===== src/rtl/preg_free_list.sv =====
// preg_free_list: circular free list of physical register IDs.
// Hands out up to two IDs per cycle and takes back up to two per cycle.
// Each branch tag can save a copy of the allocation head. Branch restore
// and flush move the head back, which returns speculative IDs to the list.
// Optional build macro FREELIST_DOUBLE_FREE_CHECK_EN: keeps a per-ID
// is_free bitmap, drops frees of IDs that are already free, and raises a
// sticky double_free flag when that happens.
module preg_free_list #(
    parameter int NUM_PREGS              = 64,
    parameter int NUM_AREGS              = 16,
    parameter int MAX_PREDICT_DEPTH      = 4,
    parameter int PW                     = $clog2(NUM_PREGS),
    parameter int MAX_PREDICT_DEPTH_BITS = $clog2(MAX_PREDICT_DEPTH + 1)
) (
    input  logic                              clk,
    input  logic                              reset,
    input  logic [1:0]                        alloc_req,
    output logic                              alloc_grant,
    output logic [PW-1:0]                     alloc_preg0,
    output logic [PW-1:0]                     alloc_preg1,
    input  logic [1:0]                        free_valid,
    input  logic [PW-1:0]                     free_preg0,
    input  logic [PW-1:0]                     free_preg1,
    input  logic [1:0]                        commit_num,
    input  logic                              checkpoint_valid,
    input  logic [MAX_PREDICT_DEPTH_BITS-1:0] checkpoint_tag,
    input  logic                              restore_valid,
    input  logic [MAX_PREDICT_DEPTH_BITS-1:0] restore_tag,
    input  logic                              flush,
    output logic [PW:0]                       free_count,
    output logic                              double_free
);

    localparam int NFREE0 = NUM_PREGS - NUM_AREGS;
    typedef logic [PW:0] ptr_t;

    logic [PW-1:0]          r_list [NUM_PREGS];
    ptr_t                   r_head, r_tail, r_chead;
    ptr_t                   r_ck_head [MAX_PREDICT_DEPTH];
    logic [MAX_PREDICT_DEPTH-1:0] r_ck_vld;

    ptr_t                   w_free_count, w_head_alloc, w_head_nxt, w_tail_nxt;
    ptr_t                   w_rest_head, w_cnt_nxt;
    logic [PW-1:0]          w_head_p1, w_slot1_idx;
    logic                   w_req_ok, w_grant, w_rhit, w_acc0, w_acc1;
    logic [MAX_PREDICT_DEPTH-1:0] w_rsel, w_csel;

    assign w_free_count = r_tail - r_head;
    assign free_count   = w_free_count;
    assign w_req_ok     = (alloc_req == 2'd1) || (alloc_req == 2'd2);
    assign w_grant      = w_req_ok && (w_free_count >= {{(PW-1){1'b0}}, alloc_req})
                          && !flush && !restore_valid;
    assign alloc_grant  = w_grant;
    assign w_head_p1    = r_head[PW-1:0] + PW'(1);
    assign alloc_preg0  = r_list[r_head[PW-1:0]];
    assign alloc_preg1  = r_list[w_head_p1];
    assign w_head_alloc = r_head + (w_grant ? ptr_t'(alloc_req) : ptr_t'(0));

    // Decode restore / checkpoint tags into one-hot slot selects (tag 0 selects nothing)
    always_comb begin
        w_rsel      = '0;
        w_csel      = '0;
        w_rest_head = '0;
        for (int i = 0; i < MAX_PREDICT_DEPTH; i++) begin
            w_rsel[i] = restore_valid && (restore_tag == MAX_PREDICT_DEPTH_BITS'(i + 1));
            w_csel[i] = checkpoint_valid && (checkpoint_tag == MAX_PREDICT_DEPTH_BITS'(i + 1));
            if (w_rsel[i]) w_rest_head = r_ck_head[i];
        end
        w_rhit = |(w_rsel & r_ck_vld);
    end

    // Next head: flush beats restore beats normal allocation
    always_comb begin
        w_head_nxt = w_head_alloc;
        if (flush)       w_head_nxt = r_chead + ptr_t'(commit_num);
        else if (w_rhit) w_head_nxt = w_rest_head;
    end

`ifdef FREELIST_DOUBLE_FREE_CHECK_EN
    logic [NUM_PREGS-1:0] r_is_free, w_is_free_nxt;
    logic                 r_df;
    ptr_t                 w_dist;
    logic [PW-1:0]        w_idx;

    // A free is accepted only if the ID is not already free; a duplicate in slot 1 loses
    assign w_acc0 = free_valid[0] && !r_is_free[free_preg0];
    assign w_acc1 = free_valid[1] && !r_is_free[free_preg1] &&
                    !(free_valid[0] && (free_preg0 == free_preg1));

    // Bitmap update: allocations clear, rollback span and accepted frees set
    always_comb begin
        w_is_free_nxt = r_is_free;
        w_dist        = r_head - w_head_nxt;
        w_idx         = '0;
        if (w_grant) begin
            w_is_free_nxt[alloc_preg0] = 1'b0;
            if (alloc_req == 2'd2) w_is_free_nxt[alloc_preg1] = 1'b0;
        end
        if (flush || w_rhit) begin
            for (int k = 0; k < NUM_PREGS; k++) begin
                w_idx = w_head_nxt[PW-1:0] + PW'(k);
                if (ptr_t'(k) < w_dist) w_is_free_nxt[r_list[w_idx]] = 1'b1;
            end
        end
        if (w_acc0) w_is_free_nxt[free_preg0] = 1'b1;
        if (w_acc1) w_is_free_nxt[free_preg1] = 1'b1;
    end

    // Bitmap and sticky error flag registers
    always_ff @(posedge clk) begin
        if (reset) begin
            for (int i = 0; i < NUM_PREGS; i++) r_is_free[i] <= (i >= NUM_AREGS);
            r_df <= 1'b0;
        end else begin
            r_is_free <= w_is_free_nxt;
            r_df      <= r_df | (free_valid[0] & ~w_acc0) | (free_valid[1] & ~w_acc1);
        end
    end
    assign double_free = r_df;
`else
    assign w_acc0      = free_valid[0];
    assign w_acc1      = free_valid[1];
    assign double_free = 1'b0;
`endif

    assign w_slot1_idx = r_tail[PW-1:0] + PW'(w_acc0);
    assign w_tail_nxt  = r_tail + ptr_t'(w_acc0) + ptr_t'(w_acc1);
    assign w_cnt_nxt   = w_tail_nxt - w_head_nxt;

    // List storage: reset to the unmapped IDs, then written at tail in slot order
    always_ff @(posedge clk) begin
        if (reset) begin
            for (int i = 0; i < NUM_PREGS; i++)
                r_list[i] <= (i < NFREE0) ? PW'(NUM_AREGS + i) : '0;
        end else begin
            if (w_acc0) r_list[r_tail[PW-1:0]] <= free_preg0;
            if (w_acc1) r_list[w_slot1_idx]    <= free_preg1;
        end
    end

    // Pointers and checkpoint slots
    always_ff @(posedge clk) begin
        if (reset) begin
            r_head   <= '0;
            r_chead  <= '0;
            r_tail   <= ptr_t'(NFREE0);
            r_ck_vld <= '0;
        end else begin
            r_head  <= w_head_nxt;
            r_tail  <= w_tail_nxt;
            r_chead <= r_chead + ptr_t'(commit_num);
            if (flush) begin
                r_ck_vld <= '0;
            end else if (restore_valid) begin
                if (w_rhit)
                    for (int i = 0; i < MAX_PREDICT_DEPTH; i++)
                        if ((i + 1) >= int'(restore_tag)) r_ck_vld[i] <= 1'b0;
            end else begin
                for (int i = 0; i < MAX_PREDICT_DEPTH; i++)
                    if (w_csel[i]) begin
                        r_ck_head[i] <= w_head_alloc;
                        r_ck_vld[i]  <= 1'b1;
                    end
            end
        end
    end

    // Returning more IDs than exist means the caller broke the protocol
    a_no_overfree: assert property (@(posedge clk) disable iff (reset)
        w_cnt_nxt <= ptr_t'(NUM_PREGS));

endmodule


===== config.mk =====
export PLATFORM = sky130hd
export DESIGN_NAME = preg_free_list
export DESIGN_NICKNAME = d
export VERILOG_FILES = /design/src/rtl/preg_free_list.sv
export SDC_FILE = /design/constraint.sdc
export NUM_CORES = 1
export LEC_CHECK = 0
export BUFFER_PORTS_ARGS = -buffer_cell sky130_fd_sc_hd__buf_2
export CELL_PAD_IN_SITES_DETAIL_PLACEMENT = 2
export CELL_PAD_IN_SITES_GLOBAL_PLACEMENT = 2
export CORE_ASPECT_RATIO = 1.2
export CORE_MARGIN = 3
export CORE_UTILIZATION = 49
export DETAILED_ROUTE_END_ITERATION = 10
export HOLD_SLACK_MARGIN = 0.03
export PLACE_DENSITY = 0.92
export SYNTH_ARGS = -nofsm -noshare
export SYNTH_HDL_FRONTEND = slang
export SYNTH_SLANG_ARGS = --single-unit

===== constraint.sdc =====
create_clock -name clk -period 9.5 [get_ports clk]
set_input_delay 1.9 -clock clk [delete_from_list [all_inputs] [get_ports clk]]
set_output_delay 1.9 -clock clk [all_outputs]
set_load 0.005 [all_outputs]

### Word level (Yosys, flattened, before mapping)

Memory sizes are Yosys's and may differ from the RTL's. A register that Yosys moved wholly into a read port is not among the register bits.
Index checks and enable logic that the tools add are counted.

* add/sub/neg operators: 7
* reduce and logical (&&, ||, !) cells: 29
* muxes and demuxes: 61
* order comparisons: 5
* equal/unequal tests: 15
* bitwise gates (word level): 1

Operators by type and width (count)
* 7-bit 2-to-1 mux: 9
* 1-bit 2-to-1 mux: 41
* 6-bit 2-to-1 mux: 5
* 7-bit OR reduction: 3
* 7-bit by 1-bit adder with 7-bit output: 2
* 7-bit by 2-bit adder with 7-bit output: 2
* 3-bit by 2-bit equality test with 1-bit output (second input constant): 4
* 3-bit AND reduction: 4
* 6-bit OR reduction: 2
* 1-bit logical AND: 11
* 2-bit by 1-bit != test with 1-bit output (second input constant): 5
* 2-bit 2-to-1 mux: 4
* 4-bit 2-to-1 mux: 2
* 2-bit nonzero test: 4
* 7-bit by 2-bit greater-or-equal comparator with 1-bit output: 1
* 7-bit subtractor: 1
* 6-bit by 1-bit adder with 6-bit output: 1
* 6-bit by 1-bit adder with 6-bit output (second input constant): 1
* 3-bit by 1-bit equality test with 1-bit output (second input constant): 2
* 3-bit equality test (second input constant): 2
* 2-bit by 3-bit greater-or-equal comparator with 1-bit output (first input constant): 2
* 4-bit AND: 1
* 4-bit OR reduction: 1
* 1-bit by 3-bit greater-or-equal comparator with 1-bit output (first input constant): 1
* other kinds (6): 7

* memories: 2
* register bits after elaboration: 25
* bits in writable memories: 412
* input port bits: 29

Memory list
* r_list: depth 64, width 6, rd ports 2, clocked after Yosys merged registers in 1, write ports 64, line 37 `logic [PW-1:0] r_list [NUM_PREGS];`
* r_ck_head: depth 4, width 7, rd ports 4, clocked after Yosys merged registers in 0, write ports 1, line 39 `ptr_t r_ck_head [MAX_PREDICT_DEPTH];`

### Depth between registers and ports, before layout

Gate-level depths: netlist (run 1).

* depth in word-level cells: 11
* depth in mapped cells: 16

### Worst setup path after synthesis (run 1)

OpenSTA, ideal clock, no wires.

* path type: input port to output port
* from: in alloc_req[0]
* to: out alloc_grant
* arrival time: 3010 ps
* setup slack: 4590 ps
* stages on the path: 5
* cells stage by stage: ha_1 -> nand2b_1 -> a211o_1 -> a211oi_1 -> a31oi_1

* word-level cells in the longest chain between the ends: 5

RTL lines
* start, declared: line 17 `input logic [1:0] alloc_req,`
* branches (longest 2 deep; another with 7-bit by 2-bit greater-or-equal comparator with 1-bit output)
* 1-bit logical AND *: line 51 `assign w_grant = w_req_ok && (w_free_count >= {{(PW-1){1'b0}}, alloc_req})`
* 1-bit logical AND * (2 in series): line 52 `&& !flush && !restore_valid;`
* end, declared: line 18 `output logic alloc_grant,`

Every way passes the cells marked *.

### Worst setup path in the final report (run 1)

* from: reg r_head[1]
* to: out alloc_preg1[0]

* word-level cells in the longest chain between the ends: 2

RTL lines
* start, declared: line 38 `ptr_t r_head, r_tail, r_chead;`
* start signal, assigned: line 149 `r_head <= w_head_nxt;`
* 6-bit by 1-bit adder with 6-bit output: line 54 `assign w_head_p1 = r_head[PW-1:0] + PW'(1);`
* memory 64 x 6 bit
* end, declared: line 20 `output logic [PW-1:0] alloc_preg1,`

Every way passes these cells.

==> reports/results.ini, run 1 <==
[floorplan]
row_count=95
die_h_um=269
start_util_pct=50.0
die_x_um=225
die-area_sq_mm=0.0605
core_sq_mm=0.0565
ios=50

[sta]
clock_skew_ps=20.1
setup_ws_ps=2080
setup_violations=0
fin_crit_ps=7420
fin_crit_sh_pct=78.1
worst_pin_slew_ps=1460
finalSetupTns_ps=0
rsz0062_at_grt=false
maxSlewViolCount=0
hold_viol=0
fmaxAchievable_ghz=0.135
maxSlewHeadroom_pct=2.16

[clock_tree]
clk_latency_ps=620
cts_max_level=2
cts_resized=0
clk_pin_slew_worst_paths_ps=70
cts_buffer_depth=3
postCtsSetupBuffers=0
root_buffer=clkbuf_16
postCtsHoldBufs=0
cts_buffers=49
cts_tree=done
cts.sinks=437

[grt]
grt-ovfl-total=0
grt_usage_pct=44.6
grt_pass1_vias=24281
antenna_found_initial=11
grt_max_degree=147
grt_pass1_wl_um=191000

[logic_synthesis]
synth-seq-cells=437
synth_common_cells=412 x edfxtp_1, 340 x mux2i_1, 288 x nand2_1
synth_seq_area_share_pct=45.6
avgSynthCellArea_sq_um=12.7
syn_inst=2225
synth-main-ff-cell=edfxtp_1
synth_area_leaders=edfxtp_1 44%, mux4_2 19%, mux2i_1 12%
postSynth.asyncResetShare_pct=0
yosys_warnings=0
yosysMostFrequentCell=edfxtp_1
synth_top_cell_area_share_pct=43.9
post-synth-top-area-cell=edfxtp_1
synth_edf_count=412
synth_nets=2274
post_synth_num_cell_types=70
syn_area_sq_mm=0.0282

[critical_path]
cp_cell_sequence=ha_4 -> buf_4 -> mux4_2 -> mux4_2 -> mux2i_1 -> mux2i_1 -> buf_2
crit_type=reg2out
critPathTopFamily=multiplexers
critPathLaunch=r_head[1]$_SDFF_PP0_
required_ps=7600
regToRegStartpoint=r_head[5]$_SDFF_PP0_
critPathCaptureType=output port
cp-start-kind=register
reg2regPathDepth=13
slowest_delay_ps=1080
worstSetupPathDepth=7
crit_fanout=54
cp.arrival_ps=5520
cp.buffers_inverters=2
slowest_stage=dfxtp_4

[pwr]
power_mw=5.09
peakVddDrop_mv=0.142
power_density_mw_per_mm2=168
p_leak_nw=9.80

[min_path]
hold_start=r_ck_vld[0]$_SDFFE_PP0P_
hold_depth=2
hold_class=reg2reg

[placed_design]
hpwl_um=85000
pre_cts_ws_ps=2930
globalplace.congestion=0.999
place.port_buffers=48

[route]
wire_per_inst_um=45.7
dr.pass1.iters=6
vias=23341
viasPerCell=7.94
dr.first_iter.drc_count=3729
drtAntennaViolNets=0
routed_wl_um=135000
drc=0

[run_status]
status=completed

[cells_and_area]
post-route-util_pct=53.8
drive_gt1_share_pct=21.8
area_growth_pct=7.69
fin_nets=2220

[run]
cap_violations=0

registers in the layout, indices dropped and copies added, names as in the netlist:
register / cells
r_tail: 7
r_list: 384
r_head: 7
r_ck_head: 28
r_ck_vld: 4
r_chead: 7
through the flow:
step / instance area, sq um / hold slack, ps / instances
5_1_grt: 30300 / 516 / 2931
3_5_place_dp: 28800 / 496 / 2846
6_report: 30400 / 511 / 2941
2_1_floorplan: 28200 / 432 / 2225
4_1_cts: 30300 / 504 / 2930
3_3_place_gp: 28800 / 445 / 2846
placed cells by master (no fill, tap or decap), types with 8 or more instances in the layout:
master,n
a211oi_2,11
a211oi_4,21
a21oi_1,12
a31oi_1,44
and3_1,26
buf_2,48
buf_4,38
clkbuf_16,51
clkinv_1,14
clkinv_2,16
dfxtp_1,23
diode_2,10
edfxtp_1,412
ha_1,15
inv_1,21
mux2_2,16
mux2i_1,340
mux4_2,240
nand2_1,288
nand3_1,56
nand3b_1,17
nor2_1,220
nor2b_1,12
nor3_1,35
o21ai_0,46
or3_1,36
xnor2_1,11
xor2_1,8
routing by layer:
metal | wire [um] | track usage (%) | vias to the layer above | share of wire [%]
met5 | 11 | 0.0787 | - | 0.0082
met4 | 14100 | 33.7 | 2 | 10
met3 | 16500 | 13.1 | 864 | 12
met2 | 61400 | 70.8 | 2328 | 46
met1 | 42500 | 51.3 | 11699 | 32
li1 | - | - | 8448 | -
power by group:
| group | leakage [nW] | internal [mW] | switching [mW] |
|---|---|---|---|
| Clock | 0.737 | 1.03 | 0.884 |
| Sequential | 3.87 | 2.16 | 0.0912 |
| Combinational | 5.19 | 0.357 | 0.577 |
cells by family (layout without fill, tap and decap cells):
| logic type | count (synthesis) | count (layout) | share of synthesized area [%] |
|---|---|---|---|
| other | 1 | 11 | 0.0133 |
| flip-flops | 437 | 437 | 45.6 |
| AND/OR/NAND/NOR | 738 | 738 | 11.7 |
| adder cells (fa/ha/maj) | 20 | 20 | 0.994 |
| XOR/XNOR | 24 | 24 | 0.878 |
| buffers and inverters | 226 | 205 | 3.54 |
| AO/OA/AOI/OAI | 182 | 182 | 5.30 |
| multiplexers | 597 | 597 | 31.9 |
layout make-up:
class | count | area (sq um)
antenna | 10 | 25.0
clock buffer | 58 | 1300
clock inverter | 26 | 179
fill | 5121 | 26100
inverter | 34 | 134
multi-input combinational | 1562 | 14400
sequential | 437 | 12900
tap | 727 | 910
timing repair buffer | 87 | 546
tightest hold or removal path: stages (launching register included):
cell,delay (ps)
dfxtp_1,320
o31ai_1,70
a21oi_1,70
final timing paths:
| kind | slack (ps) | endpoint |
|---|---|---|
| setup reg to reg | 3920 | r_head[5]$_SDFF_PP0_ |
| setup / recovery | 2080 | alloc_preg1[0] |
| hold / removal | 510 | r_ck_vld[0]$_SDFFE_PP0P_ |
| hold reg to reg | 510 | r_ck_vld[0]$_SDFFE_PP0P_ |
No activity file was read; power rests on OpenSTA's default activity.
==> run 2, diff against run 1 <==
--- a/config.mk
+++ b/config.mk
@@ -10,10 +10,10 @@
 export CELL_PAD_IN_SITES_GLOBAL_PLACEMENT = 2
 export CORE_ASPECT_RATIO = 1.2
 export CORE_MARGIN = 3
-export CORE_UTILIZATION = 49
+export CORE_UTILIZATION = 46
 export DETAILED_ROUTE_END_ITERATION = 10
 export HOLD_SLACK_MARGIN = 0.03
-export PLACE_DENSITY = 0.92
+export PLACE_DENSITY = 0.88
 export SYNTH_ARGS = -nofsm -noshare
 export SYNTH_HDL_FRONTEND = slang
 export SYNTH_SLANG_ARGS = --single-unit
==> constraint.sdc (replaced) <==
create_clock -name clk -period 7.5 [get_ports clk]
set_input_delay 1.5 -clock clk [delete_from_list [all_inputs] [get_ports clk]]
set_output_delay 1.5 -clock clk [all_outputs]
set_load 0.005 [all_outputs]
==> run 2 against run 1 <==
Compared with the run above: critical path depth stayed put; largest cell class unchanged; non-clock buffer count is 2 higher; routed wire length is 8.0% lower; clock power is 31% higher; clock skew is 4.5 ps lower; worst setup slack worse by 790 ps; global-route usage is 6.4 points lower; final cell count is 2.7% higher; clock-buffer cell count is 6 higher; register-to-register slack worse by 1800 ps.
==> reports/results.ini, run 2 (synthesis results as in run 1) <==
[critical_path]
crit_type=reg2out
cp.arrival_ps=4710  ; -810 ps
critPathLaunch=r_head[1]$_SDFF_PP0_
cp_cell_sequence=ha_4 -> buf_12 -> mux4_2 -> mux4_2 -> mux2i_1 -> mux2i_1 -> buf_2
required_ps=6000  ; -1600 ps
r2r_setup_slack_ps=2110  ; -1810 ps
slowest_delay_ps=920  ; -160 ps
crit_fanout=49  ; -9.3%
reg2regPathDepth=15  ; +2
regToRegStartpoint=r_head[0]$_SDFF_PP0_
critPathTopFamily=multiplexers
slowest_stage=ha_4
regToRegEndpoint=r_head[3]$_SDFF_PP0_
critPathCaptureType=output port
cp.buffers_inverters=2  ; unchanged
cp-start-kind=register

[clock_tree]
cts_buffer_depth=3  ; unchanged
cts_buffers=49  ; unchanged
cts_tree=done
clk_latency_ps=620  ; about the same
cts_resized=0  ; unchanged
postCtsHoldBufs=0  ; unchanged
root_buffer=clkbuf_16
clk_pin_slew_worst_paths_ps=60  ; about the same
cts_max_level=2  ; unchanged
postCtsSetupBuffers=0  ; unchanged
cts.sinks=437  ; unchanged

[sta]
maxSlewHeadroom_pct=8.74  ; +6.6 points
setup_ws_ps=1290  ; -787 ps
fin_crit_ps=6210
hold_viol=0  ; unchanged
fmaxAchievable_ghz=0.161
maxSlewViolCount=0  ; unchanged
finalSetupTns_ps=0  ; unchanged
worst_pin_slew_ps=1370  ; -96.0 ps
setup_violations=0  ; unchanged
fin_crit_sh_pct=82.8
rsz0062_at_grt=false
clock_skew_ps=15.7  ; -4.46 ps

[pwr]
p_leak_nw=9.83  ; +0.36%
peakVddDrop_mv=0.176  ; +24%
p_comb_share_pct=17.6  ; -0.7 points
netSwitchingPower_mw=1.90  ; +22%
power_frac_seq_pct=43.8  ; -0.3 points
power_density_mw_per_mm2=212  ; +26%
pwr-share-clk_pct=38.6  ; +1.1 points
swShare_pct=29.4  ; -1.1 points
p_int_mw=4.57  ; +29%

[cells_and_area]
final_common_cell=edfxtp_1
drive_gt1_share_pct=22.1  ; +0.25 points
layout_common_cells=412 x edfxtp_1, 340 x mux2i_1, 288 x nand2_1
largest-register=r_list
post-route-util_pct=50.9  ; -2.9 points
area_growth_pct=8.43
largest_reg_flops=384  ; unchanged
reg.largest.list=r_list (384), r_ck_head (28)
fin_nets=2222  ; +0.090%

[route]
met3_length_um=13600  ; -18%
dr.first_iter.drc_count=3069  ; -18%
wire_per_inst_um=41.0  ; -10%
drtAntennaViolNets=0  ; unchanged
dr.pass1.iters=5  ; -1
viasPerCell=7.43  ; -6.4%
drc=0  ; unchanged
top_layer=met5
wl_met2_um=58700  ; -4.3%
vias=22420  ; -3.9%
routed_wl_um=124000  ; -8.0%
wl_met1_um=40800  ; -4.1%

[min_path]
hold_class=reg2reg
min_to=r_ck_vld[1]$_SDFFE_PP0P_
hold_start=r_ck_vld[1]$_SDFFE_PP0P_
hold_depth=2  ; unchanged

[grt]
grt_pass1_vias=23787  ; -2.0%
grt_usage_pct=38.2  ; -6.4 points
antenna_found_initial=12  ; +1
grt_max_degree=126  ; -14%
grt_pass1_wl_um=176000  ; -7.6%
grt-ovfl-total=0  ; unchanged

[floorplan]
die_x_um=232  ; +3.1%
ios=50  ; unchanged
core_sq_mm=0.0601  ; +6.4%
row_count=98  ; +3.2%
die-area_sq_mm=0.0643  ; +6.4%
start_util_pct=46.9  ; -3.0 points
die_h_um=277  ; +3.1%

[run_status]
status=completed

[placed_design]
pre_cts_ws_ps=1920  ; -1010 ps
hpwl_um=82600  ; -2.7%
globalplace.congestion=0.969  ; -3.1%
place.port_buffers=48  ; unchanged

[run]
cap_violations=0  ; unchanged

run 2: through the flow:
stage | std cells | hold WS (ps) | total power, mW | instance area, sq um
2_1_floorplan | 2225 | 432 | 3.55 | 28200
3_3_place_gp | 2919 | 439 | 3.91 | 28900
3_5_place_dp | 2920 | 480 | 3.98 | 29000
4_1_cts | 3009 | 487 | 6.45 | 30500
5_1_grt | 3011 | 514 | 6.60 | 30600
6_report | 3019 | 483 | 6.47 | 30600
run 2: worst max-delay path by stage:
stage	slack, ps	endpoint	cells after the start
2_1_floorplan	3350	alloc_grant	9
3_3_place_gp	1810	r_list[0][4]$_DFFE_PP_	7
3_5_place_dp	1920	alloc_preg1[4]	7
4_1_cts	1280	alloc_preg1[0]	7
5_1_grt	1090	alloc_preg1[0]	7
6_report	1290	alloc_preg1[0]	7
run 2: power groups by stage:
stage	registers [mW]	clock network, mW	logic, mW
2_1_floorplan	2.80	0	0.753
3_3_place_gp	2.87	0	1.05
3_5_place_dp	2.88	0	1.10
4_1_cts	2.83	2.50	1.12
5_1_grt	2.83	2.59	1.18
6_report	2.83	2.50	1.14
run 2: worst reg2reg max path, stage by stage, from the launching register on:
cell and delay [ps]:
dfxtp_4 640, buf_12 610, ha_1 450, inv_1 60, fa_1 410, a21o_1 170, a21oi_1 260, nor2_1 100
a311oi_1 580, a31oi_1 330, ha_1 380, a21oi_1 240, nor2_1 110, xnor2_1 460, mux2i_1 140, a2bb2oi_1 310
run 2: layout make-up:
class,instances,area [sq um]
flip-flops and latches,437,12900
inverters,34,135
clock inverters,25,219
fillers,5624,29500
multi-input cells,1562,14400
well taps,800,1000
diodes,8,20.0
repair buffers,89,577
clock buffers,64,1370
run 2: per-layer routing:
layer | up-vias | global-route usage (%)
met3 | 586 | 9.49
met1 | 11506 | 44.8
met2 | 1864 | 61.8
li1 | 8454 | -
met4 | 10 | 25.7
met5 | - | 0
